$ cat config.mk
export PLATFORM = sky130hd
export DESIGN_NAME = capture_uart_uploader
export DESIGN_NICKNAME = d
export VERILOG_FILES = /design/src/rtl/capture_uart_uploader.sv
export SDC_FILE = /design/constraint.sdc
export NUM_CORES = 1
export LEC_CHECK = 0
export ABC_AREA = 1
export BUFFER_PORTS_ARGS = -buffer_cell sky130_fd_sc_hd__buf_2
export CAP_MARGIN = 40
export CELL_PAD_IN_SITES_DETAIL_PLACEMENT = 1
export CELL_PAD_IN_SITES_GLOBAL_PLACEMENT = 1
export CORE_MARGIN = 2
export CORE_UTILIZATION = 25
export DETAILED_ROUTE_END_ITERATION = 8
export GPL_TIMING_DRIVEN = 0
export PLACE_DENSITY_LB_ADDON = 0.3
export REMOVE_ABC_BUFFERS = 1
export SYNTH_ARGS = -nofsm -noshare
export SYNTH_HDL_FRONTEND = slang
export SYNTH_SLANG_ARGS = --single-unit
$ cat constraint.sdc
create_clock -name aclk -period 3.9 [get_ports aclk]
set_input_delay 0.195 -clock aclk [delete_from_list [all_inputs] [get_ports aclk]]
set_output_delay 0.195 -clock aclk [all_outputs]
set_load 0.02 [all_outputs]
$ cat src/rtl/capture_uart_uploader.sv
// capture_uart_uploader
// Drains one captured frame from the capture FIFO and sends it to the host as
// an 8N1 UART stream: header, 16-bit length, payload, 8-bit payload checksum.
module capture_uart_uploader #(
   parameter int unsigned CLK_DIV  = 434,
   parameter logic [7:0]  HDR_BYTE = 8'hA5,
   parameter int unsigned TIMEOUT  = 4096
) (
   input  logic       aclk,
   input  logic       rstn,
   input  logic       start,
   input  logic [9:0] frame_len,
   input  logic       fifo_empty,
   input  logic [7:0] fifo_q,
   output logic       fifo_rdreq,
   output logic       txd,
   output logic       busy,
   output logic       done,
   output logic       frame_err
);

   localparam int unsigned DIV_W   = (CLK_DIV > 2) ? $clog2(CLK_DIV) : 1;
   localparam int unsigned STALL_W = (TIMEOUT > 1) ? $clog2(TIMEOUT + 1) : 1;
   localparam logic [DIV_W-1:0]   DIV_LAST   = DIV_W'(CLK_DIV - 1);
   localparam logic [STALL_W-1:0] STALL_LAST = STALL_W'(TIMEOUT - 1);

   typedef enum logic [3:0] {
      IDLE,
      HDR,
      LEN_H,
      LEN_L,
      RD,
      RD_WAIT,
      PAY,
      CSUM,
      DONE
   } state_t;

   state_t state;
   state_t state_nxt;

   // ------------------------------------------------------------------
   // UART transmitter
   // ------------------------------------------------------------------
   logic [8:0]       tx_shift;   // remaining data bits, then the stop bit
   logic [3:0]       tx_bit;     // 0 = start bit, 1..8 = data, 9 = stop
   logic [DIV_W-1:0] tx_div;
   logic             tx_active;
   logic             tx_idle;
   logic             tx_load;
   logic [7:0]       tx_data;

   // Idle is also flagged on the final stop-bit cycle so a new byte can be
   // loaded back-to-back without an idle gap on the line.
   assign tx_idle = !tx_active || ((tx_bit == 4'd9) && (tx_div == DIV_LAST));

   // Bit timing and serialisation; a load always wins over the running byte.
   always_ff @(posedge aclk or negedge rstn) begin
      if (!rstn) begin
         txd       <= 1'b1;
         tx_shift  <= '0;
         tx_bit    <= '0;
         tx_div    <= '0;
         tx_active <= 1'b0;
      end else if (tx_load) begin
         txd       <= 1'b0;
         tx_shift  <= {1'b1, tx_data};
         tx_bit    <= '0;
         tx_div    <= '0;
         tx_active <= 1'b1;
      end else if (tx_active) begin
         if (tx_div == DIV_LAST) begin
            tx_div <= '0;
            if (tx_bit == 4'd9) begin
               tx_active <= 1'b0;
            end else begin
               txd      <= tx_shift[0];
               tx_shift <= {1'b1, tx_shift[8:1]};
               tx_bit   <= tx_bit + 4'd1;
            end
         end else begin
            tx_div <= tx_div + DIV_W'(1);
         end
      end
   end

   // ------------------------------------------------------------------
   // Frame sequencer
   // ------------------------------------------------------------------
   logic [9:0]         len;
   logic [9:0]         cnt;
   logic [7:0]         csum;
   logic [STALL_W-1:0] stall;
   logic               csum_sent;

   logic accept;
   logic take_byte;
   logic stall_inc;
   logic abort;
   logic csum_arm;

   // State register.
   always_ff @(posedge aclk or negedge rstn) begin
      if (!rstn) begin
         state <= IDLE;
      end else begin
         state <= state_nxt;
      end
   end

   // Next-state and per-cycle strobes for the UART, FIFO and datapath.
   always_comb begin
      state_nxt  = state;
      tx_load    = 1'b0;
      tx_data    = 8'h00;
      fifo_rdreq = 1'b0;
      accept     = 1'b0;
      take_byte  = 1'b0;
      stall_inc  = 1'b0;
      abort      = 1'b0;
      csum_arm   = 1'b0;
      case (state)
         IDLE: begin
            if (start) begin
               accept    = 1'b1;
               state_nxt = HDR;
            end
         end
         HDR: begin
            if (tx_idle) begin
               tx_load   = 1'b1;
               tx_data   = HDR_BYTE;
               state_nxt = LEN_H;
            end
         end
         LEN_H: begin
            if (tx_idle) begin
               tx_load   = 1'b1;
               tx_data   = {6'b000000, len[9:8]};
               state_nxt = LEN_L;
            end
         end
         LEN_L: begin
            if (tx_idle) begin
               tx_load   = 1'b1;
               tx_data   = len[7:0];
               state_nxt = (len == 10'd0) ? CSUM : RD;
            end
         end
         RD: begin
            // Stall time is counted even while the previous byte is still
            // shifting, so an abort can leave that byte to finish on its own.
            if (fifo_empty) begin
               if (stall == STALL_LAST) begin
                  abort     = 1'b1;
                  state_nxt = DONE;
               end else begin
                  stall_inc = 1'b1;
               end
            end else if (tx_idle) begin
               fifo_rdreq = 1'b1;
               state_nxt  = RD_WAIT;
            end
         end
         RD_WAIT: begin
            tx_load   = 1'b1;
            tx_data   = fifo_q;
            take_byte = 1'b1;
            state_nxt = PAY;
         end
         PAY: begin
            if (tx_idle) begin
               state_nxt = (cnt == len) ? CSUM : RD;
            end
         end
         CSUM: begin
            // First idle slot loads the checksum, the next one ends the frame.
            if (tx_idle) begin
               if (!csum_sent) begin
                  tx_load  = 1'b1;
                  tx_data  = csum;
                  csum_arm = 1'b1;
               end else begin
                  state_nxt = DONE;
               end
            end
         end
         DONE: begin
            state_nxt = IDLE;
         end
         default: begin
            state_nxt = IDLE;
         end
      endcase
   end

   // Frame datapath: latched length, payload count, checksum, stall timer.
   always_ff @(posedge aclk or negedge rstn) begin
      if (!rstn) begin
         len       <= '0;
         cnt       <= '0;
         csum      <= '0;
         stall     <= '0;
         csum_sent <= 1'b0;
         frame_err <= 1'b0;
      end else begin
         if (accept) begin
            len       <= frame_len;
            cnt       <= '0;
            csum      <= '0;
            stall     <= '0;
            csum_sent <= 1'b0;
            frame_err <= 1'b0;
         end
         if (stall_inc) begin
            stall <= stall + STALL_W'(1);
         end
         if (fifo_rdreq) begin
            stall <= '0;
         end
         if (take_byte) begin
            csum <= csum + fifo_q;
            cnt  <= cnt + 10'd1;
         end
         if (csum_arm) begin
            csum_sent <= 1'b1;
         end
         if (abort) begin
            frame_err <= 1'b1;
         end
      end
   end

   assign busy = (state != IDLE) && (state != DONE);
   assign done = (state == DONE);

endmodule

* Word-level counts from Yosys, hierarchy flattened *
Index checks and enable logic that the tools add are counted.
Widths: inputs -> output; s select.

storage, ports and cells
  bits in registers = 71

cells by class
  $add $sub $neg = 5
  equal/unequal tests = 23
  mux-type cells = 64
  reduce and logical (&&, ||, !) cells = 16

operators with widths
  cell                   count
  $mux 9                 7
  $mux 4                 14
  $mux 8                 6
  $pmux 8 s5             1
  $mux 13                3
  $pmux 4 s8             1
  $mux 1                 26
  $mux 10                2
  $eq 4x3->1 const B     4
  $ne 2x2->1 const B     8
  $add 13x1->13 const B  1
  $eq 13x12->1 const B   1
  $add 10x1->10 const B  1
  $eq 10x10->1           1
  $logic_not 10->1       1
  $reduce_bool 2->1      5
  $add 9x1->9 const B    1
  $eq 9x9->1 const B     1
  $reduce_and 9->1       1
  $add 8x8->8            1
  $eq 4x2->1 const B     2
  $eq 4x4->1 const B     2
  $mux 2                 3
  $ne 3x3->1 const B     2
  other kinds (12)       13

* Longest topological paths before layout *
  depth after elaboration = 7
  depth in mapped cells = 13
  mapped depth without buffers = 12

* Worst setup path after synthesis *
OpenSTA, ideal clock, no wires.

  path kind = register to register
  start = register csum[0]
  end = register csum[6]
  arrival time = 1484 ps
  path slack = 2298 ps
  stages on the path, launching flop included = 11
  path buffers = 0
  period minus slack after synthesis = 1602 ps
  path through = dfrtp_1 -> ha_1 -> fa_1 -> nand3_1 -> nand3_1 -> nand2_1 -> a21oi_1 -> nor2_1 -> nand2_1 -> nand3_1 -> nand2_1

between the ends
  word-level cells in the longest chain between the ends = 2

RTL lines
  element                   RTL line  source
  start: declaration        92        logic [7:0] csum;
  start signal: assignment  222       csum <= csum + fifo_q;
  $add 8x8->8               222
  $mux 8                    221       if (take_byte) begin

Every way passes these cells.
A chain may end at the register's enable or synchronous reset.

* Worst setup path after layout *
  start = register state[1]
  end = register tx_shift[8]

between the ends
  word-level cells in the longest chain between the ends = 5
  elaborated cells between the ends (all ways) = 12

RTL lines
  element                                                           RTL line  source
  start: declaration                                                39        state_t state;
  start signal: assignment                                          107       state <= state_nxt;
  $eq 4x2->1 or $eq 4x1->1 (tied branches)                          122       case (state)
  $reduce_or 3->1 (no source line)                                  --
  $pmux 1 s3 *                                                      122
  $ne 2x2->1 (no source line) or $reduce_bool 2->1 (tied branches)  --
  $reduce_and 3->1 (no source line)                                 --
  end signal: assignment                                            67        tx_shift <= {1'b1, tx_data};
  end signal: assignment                                            78        tx_shift <= {1'b1, tx_shift[8:1]};
  end: declaration                                                  45        logic [8:0] tx_shift;

Mark *: on every way between the ends. The rest lies on a longest branch, timed or not.

==> impl_metrics.prom <==
# TYPE chip_impl_metric gauge
chip_impl_info{name="worst_setup_path_end_kind",value="register"} 1
chip_impl_metric{name="compound_cell_area_share_of_the_yosys_netlist",unit=""} 0.1248
chip_impl_metric{name="finalWeightedCongestion",unit=""} 0.7765
chip_impl_info{name="rr_endpoint",value="tx_shift[8]"} 1
chip_impl_info{name="rsz0062_at_grt",value="no"} 1
chip_impl_metric{name="reg2reg_slack",unit="ps"} 1400
chip_impl_info{name="layout_common_cells",value="138 x sky130_fd_sc_hd__nand2_1, 70 x sky130_fd_sc_hd__dfrtp_1, 57 x sky130_fd_sc_hd__inv_1, 55 x sky130_fd_sc_hd__nand3_1, 42 x sky130_fd_sc_hd__nor2_1"} 1
chip_impl_metric{name="report.final.hold_viol_count",unit=""} 0
chip_impl_metric{name="drtPass1Iterations",unit=""} 4
chip_impl_metric{name="numCtsBuffers",unit=""} 9
chip_impl_metric{name="synth-async-reset-ratio",unit=""} 1.000
chip_impl_metric{name="path_clk_slew",unit="ps"} 60
chip_impl_metric{name="timing.hold.worst_path_depth",unit=""} 3
chip_impl_metric{name="grt-ovfl-total",unit=""} 0
chip_impl_metric{name="grt_first_pass_wirelength",unit="um"} 20130
chip_impl_metric{name="die_y",unit="um"} 135.6
chip_impl_metric{name="top_level_ports",unit=""} 27
chip_impl_metric{name="grt_max_degree",unit=""} 59
chip_impl_info{name="tritoncts",value="built"} 1
chip_impl_metric{name="timing_worst_slew_pin_value",unit="ps"} 711.8
chip_impl_metric{name="post-route-util",unit=""} 0.2894
chip_impl_metric{name="synth-edff-count",unit=""} 0
chip_impl_metric{name="portBuffers",unit=""} 26
chip_impl_info{name="cts.root.buffer_cell",value="sky130_fd_sc_hd__clkbuf_16"} 1
chip_impl_metric{name="report.power.total",unit="uW"} 3224
chip_impl_metric{name="maxClockFrequency",unit="GHz"} 0.3996
chip_impl_metric{name="antenna_cells_inserted",unit=""} 0
chip_impl_metric{name="max-vdd-ir-drop",unit="V"} 0.0002915
chip_impl_info{name="critical_path_class",value="register to register"} 1
chip_impl_metric{name="synth.yosys.seq_area_share",unit=""} 0.4106
chip_impl_info{name="status",value="complete, no violations"} 1
chip_impl_metric{name="area.sequential",unit="um^2"} 1778
chip_impl_metric{name="synth_mux_area_frac",unit=""} 0
chip_impl_metric{name="starting_density_of_the_core",unit=""} 0.2530
chip_impl_metric{name="cts-hold-fix-buffers",unit=""} 1
chip_impl_metric{name="p_per_area",unit="nW/um^2"} 650.9
chip_impl_metric{name="routed_wl",unit="um"} 11650
chip_impl_metric{name="setup_violating_endpoint_count_in_the_final_report",unit=""} 0
chip_impl_metric{name="std_cell_rows",unit=""} 48
chip_impl_metric{name="yosys.area_share.adder",unit=""} 0.04218
chip_impl_metric{name="detailedRoute.firstIterationViolations",unit=""} 135
chip_impl_metric{name="ctsResizeCount",unit=""} 0
chip_impl_metric{name="gr-usage-all-layers",unit=""} 0.1405
chip_impl_metric{name="drcViolationCount",unit=""} 0
chip_impl_info{name="r2r_start",value="state[1]"} 1
chip_impl_metric{name="first_global_vias",unit=""} 4027
chip_impl_metric{name="clock_network_latency_to_the_later_pin_of_the_worst_skew_pair",unit="ps"} 350
chip_impl_metric{name="antenna_left",unit=""} 0
chip_impl_metric{name="arrival",unit="ps"} 2730
chip_impl_metric{name="max-slew-margin-rel",unit=""} 0.5243
chip_impl_info{name="critPathLaunchType",value="register"} 1
chip_impl_info{name="hold_path_class",value="input port to register"} 1
chip_impl_metric{name="final_area",unit="um^2"} 4954
chip_impl_metric{name="cts-root-to-sink-buffers",unit=""} 2
chip_impl_metric{name="yosys.cell_types.count",unit=""} 42
chip_impl_metric{name="avgRoutedWirePerCell",unit="um"} 14.40
chip_impl_metric{name="footprint_of_the_multi_input_gates",unit="um^2"} 2218
chip_impl_metric{name="r2r_cells",unit=""} 6
chip_impl_metric{name="viasPerCell",unit=""} 4.632
chip_impl_metric{name="critical_path_peak_fanout",unit=""} 23
chip_impl_metric{name="syn-cell-area",unit="um^2"} 4330
chip_impl_info{name="layout_commonest_cell",value="sky130_fd_sc_hd__nand2_1"} 1
chip_impl_metric{name="grt_antenna_before_repair",unit=""} 0
chip_impl_metric{name="area.growth.synth_to_final",unit="%"} 14.39
chip_impl_metric{name="nNetsFinal",unit=""} 617
chip_impl_metric{name="fillCellCount",unit=""} 2094
chip_impl_metric{name="detailed_place.area",unit="um^2"} 4678
chip_impl_info{name="synth_flop_cell",value="sky130_fd_sc_hd__dfrtp_1"} 1
chip_impl_info{name="worstHoldEndpoint",value="len[7]"} 1
chip_impl_metric{name="die_area",unit="um^2"} 18390
chip_impl_metric{name="yosysWarnings",unit=""} 0
chip_impl_metric{name="number_of_register_bits_inferred_by_synthesis",unit=""} 71
chip_impl_metric{name="yosys.area_share.simple",unit=""} 0.2967
chip_impl_metric{name="final_min_period_over_clock_period",unit=""} 0.6416
chip_impl_metric{name="post_synth_xor_area_fraction",unit=""} 0.04854
chip_impl_metric{name="fin_skew",unit="ps"} 5.915
chip_impl_metric{name="max_cap_violations",unit=""} 0
chip_impl_metric{name="core_region_area",unit="um^2"} 17120
chip_impl_metric{name="final_layout_size_suffix_gt1_frac",unit=""} 0.1233
chip_impl_metric{name="worst_ep_required_time",unit="ps"} 4130
chip_impl_metric{name="vias",unit=""} 3747
chip_impl_metric{name="cts-htree-levels",unit=""} 3
chip_impl_info{name="timing.hold.worst.start",value="frame_len[7]"} 1
chip_impl_info{name="synth_top_family_by_area",value="simple AND/OR/NAND/NOR gates"} 1
chip_impl_metric{name="report.final.slew_viol_count",unit=""} 0
chip_impl_metric{name="cts_sinks",unit=""} 71
chip_impl_metric{name="postSynthAreaPerCell",unit="um^2"} 7.775
chip_impl_metric{name="cts_setup_buffers",unit=""} 0
chip_impl_metric{name="finalWorstPathRequiredPeriod",unit="ps"} 2502
chip_impl_metric{name="leakage",unit="uW"} 0.002274
chip_impl_metric{name="setup_total_negative_slack",unit="ps"} 0
chip_impl_metric{name="die_width",unit="um"} 135.6
chip_impl_metric{name="place_hpwl",unit="um"} 8530
chip_impl_metric{name="netlist_instances",unit=""} 557
==> Yosys cell counts (all sizes together) (2+ instances only) <==
cell | instances | area [um^2]
nand3 | 57 | 295.3
or2 | 2 | 12.52
nand3b | 3 | 22.52
nor2 | 53 | 245.2
nor3b | 2 | 15.01
ha | 13 | 162.7
o21ai | 37 | 192.7
o211ai | 10 | 75.07
o31ai | 7 | 52.55
a22o | 3 | 26.28
dfrtp | 70 | 1752
xnor2 | 10 | 87.58
o22ai | 7 | 43.79
nand4 | 12 | 75.07
inv | 64 | 240.2
nor4 | 2 | 18.77
buf | 13 | 86.33
a21oi | 17 | 100.1
nor3 | 6 | 30.03
a31oi | 2 | 12.51
clkbuf | 2 | 7.510
a21boi | 4 | 30.03
nand2 | 144 | 570.6
xor2 | 14 | 122.6
==> logic make-up after synthesis <==
| family | count (synthesis) |
|---|---|
| buffers and inverters | 79 |
| adders and majority gates | 14 |
| DFF | 71 |
| xor gates and xnor gates | 24 |
| and+or+nand+nor | 281 |
| AOI/OAI and AO/OA | 88 |
==> registers in the layout, summed over array words and instances (netlist names) <==
signal	cells
cnt	10
txd	1
tx_div	9
tx_active	1
state	4
tx_shift	9
tx_bit	4
len	10
csum	8
csum_sent	1
stall	13
frame_err	1
==> how the worst max path moves through the flow <==
stage                   start     endpoint  cells past startpoint
global route         state[1]  tx_shift[8]                      6
detailed placement   state[1]  tx_shift[8]                      6
floorplan           tx_div[0]  tx_shift[8]                      8
finish               state[1]  tx_shift[8]                      6
CTS                  state[1]  tx_shift[8]                      6
global placement     state[1]  tx_shift[8]                      6
==> report_power, final <==
group / switching (uW) / total, uW / leakage (uW) / internal [uW]
registers: 228 / 1180 / 0.000927 / 956
clock network: 302 / 759 / 0.000132 / 457
logic: 827 / 1280 / 0.00122 / 454
total: 1360 / 3220 / 0.00227 / 1870
==> per-layer routing <==
metal | share of wire | global-route usage
met5 | 0 | 0
met4 | 0.018 | 0.05613
met3 | 0.032 | 0.03143
met2 | 0.48 | 0.2315
met1 | 0.48 | 0.1784
==> area by class of cell <==
cell class | instances | share of cell area
tap | 225 | 0.05683
clock buffer | 13 | 0.05254
clock inverter | 1 | 0.001010
inverter | 64 | 0.04850
sequential | 71 | 0.3589
timing repair buffer | 28 | 0.03435
multi-input combinational | 407 | 0.4478
==> critical path, stage by stage, from the launching register on <==
cell and delay, ps:
sky130_fd_sc_hd__dfrtp_1 500, sky130_fd_sc_hd__nor2_2 100, sky130_fd_sc_hd__nand2_2 350, sky130_fd_sc_hd__inv_2 280, sky130_fd_sc_hd__a21oi_4 540, sky130_fd_sc_hd__o21ai_2 330, sky130_fd_sc_hd__or2_1 290
==> stage by stage <==
step                setup WS (ps)  std cells  hold slack, ps
CTS                          1330        809           30.88
global route                 1124        809           60.16
floorplan                    1875        542          -100.6
detailed placement           1332        794           75.71
finish                       1398        809           44.23
global placement             1353        793           391.3
Power figures use the tool's default switching activity.
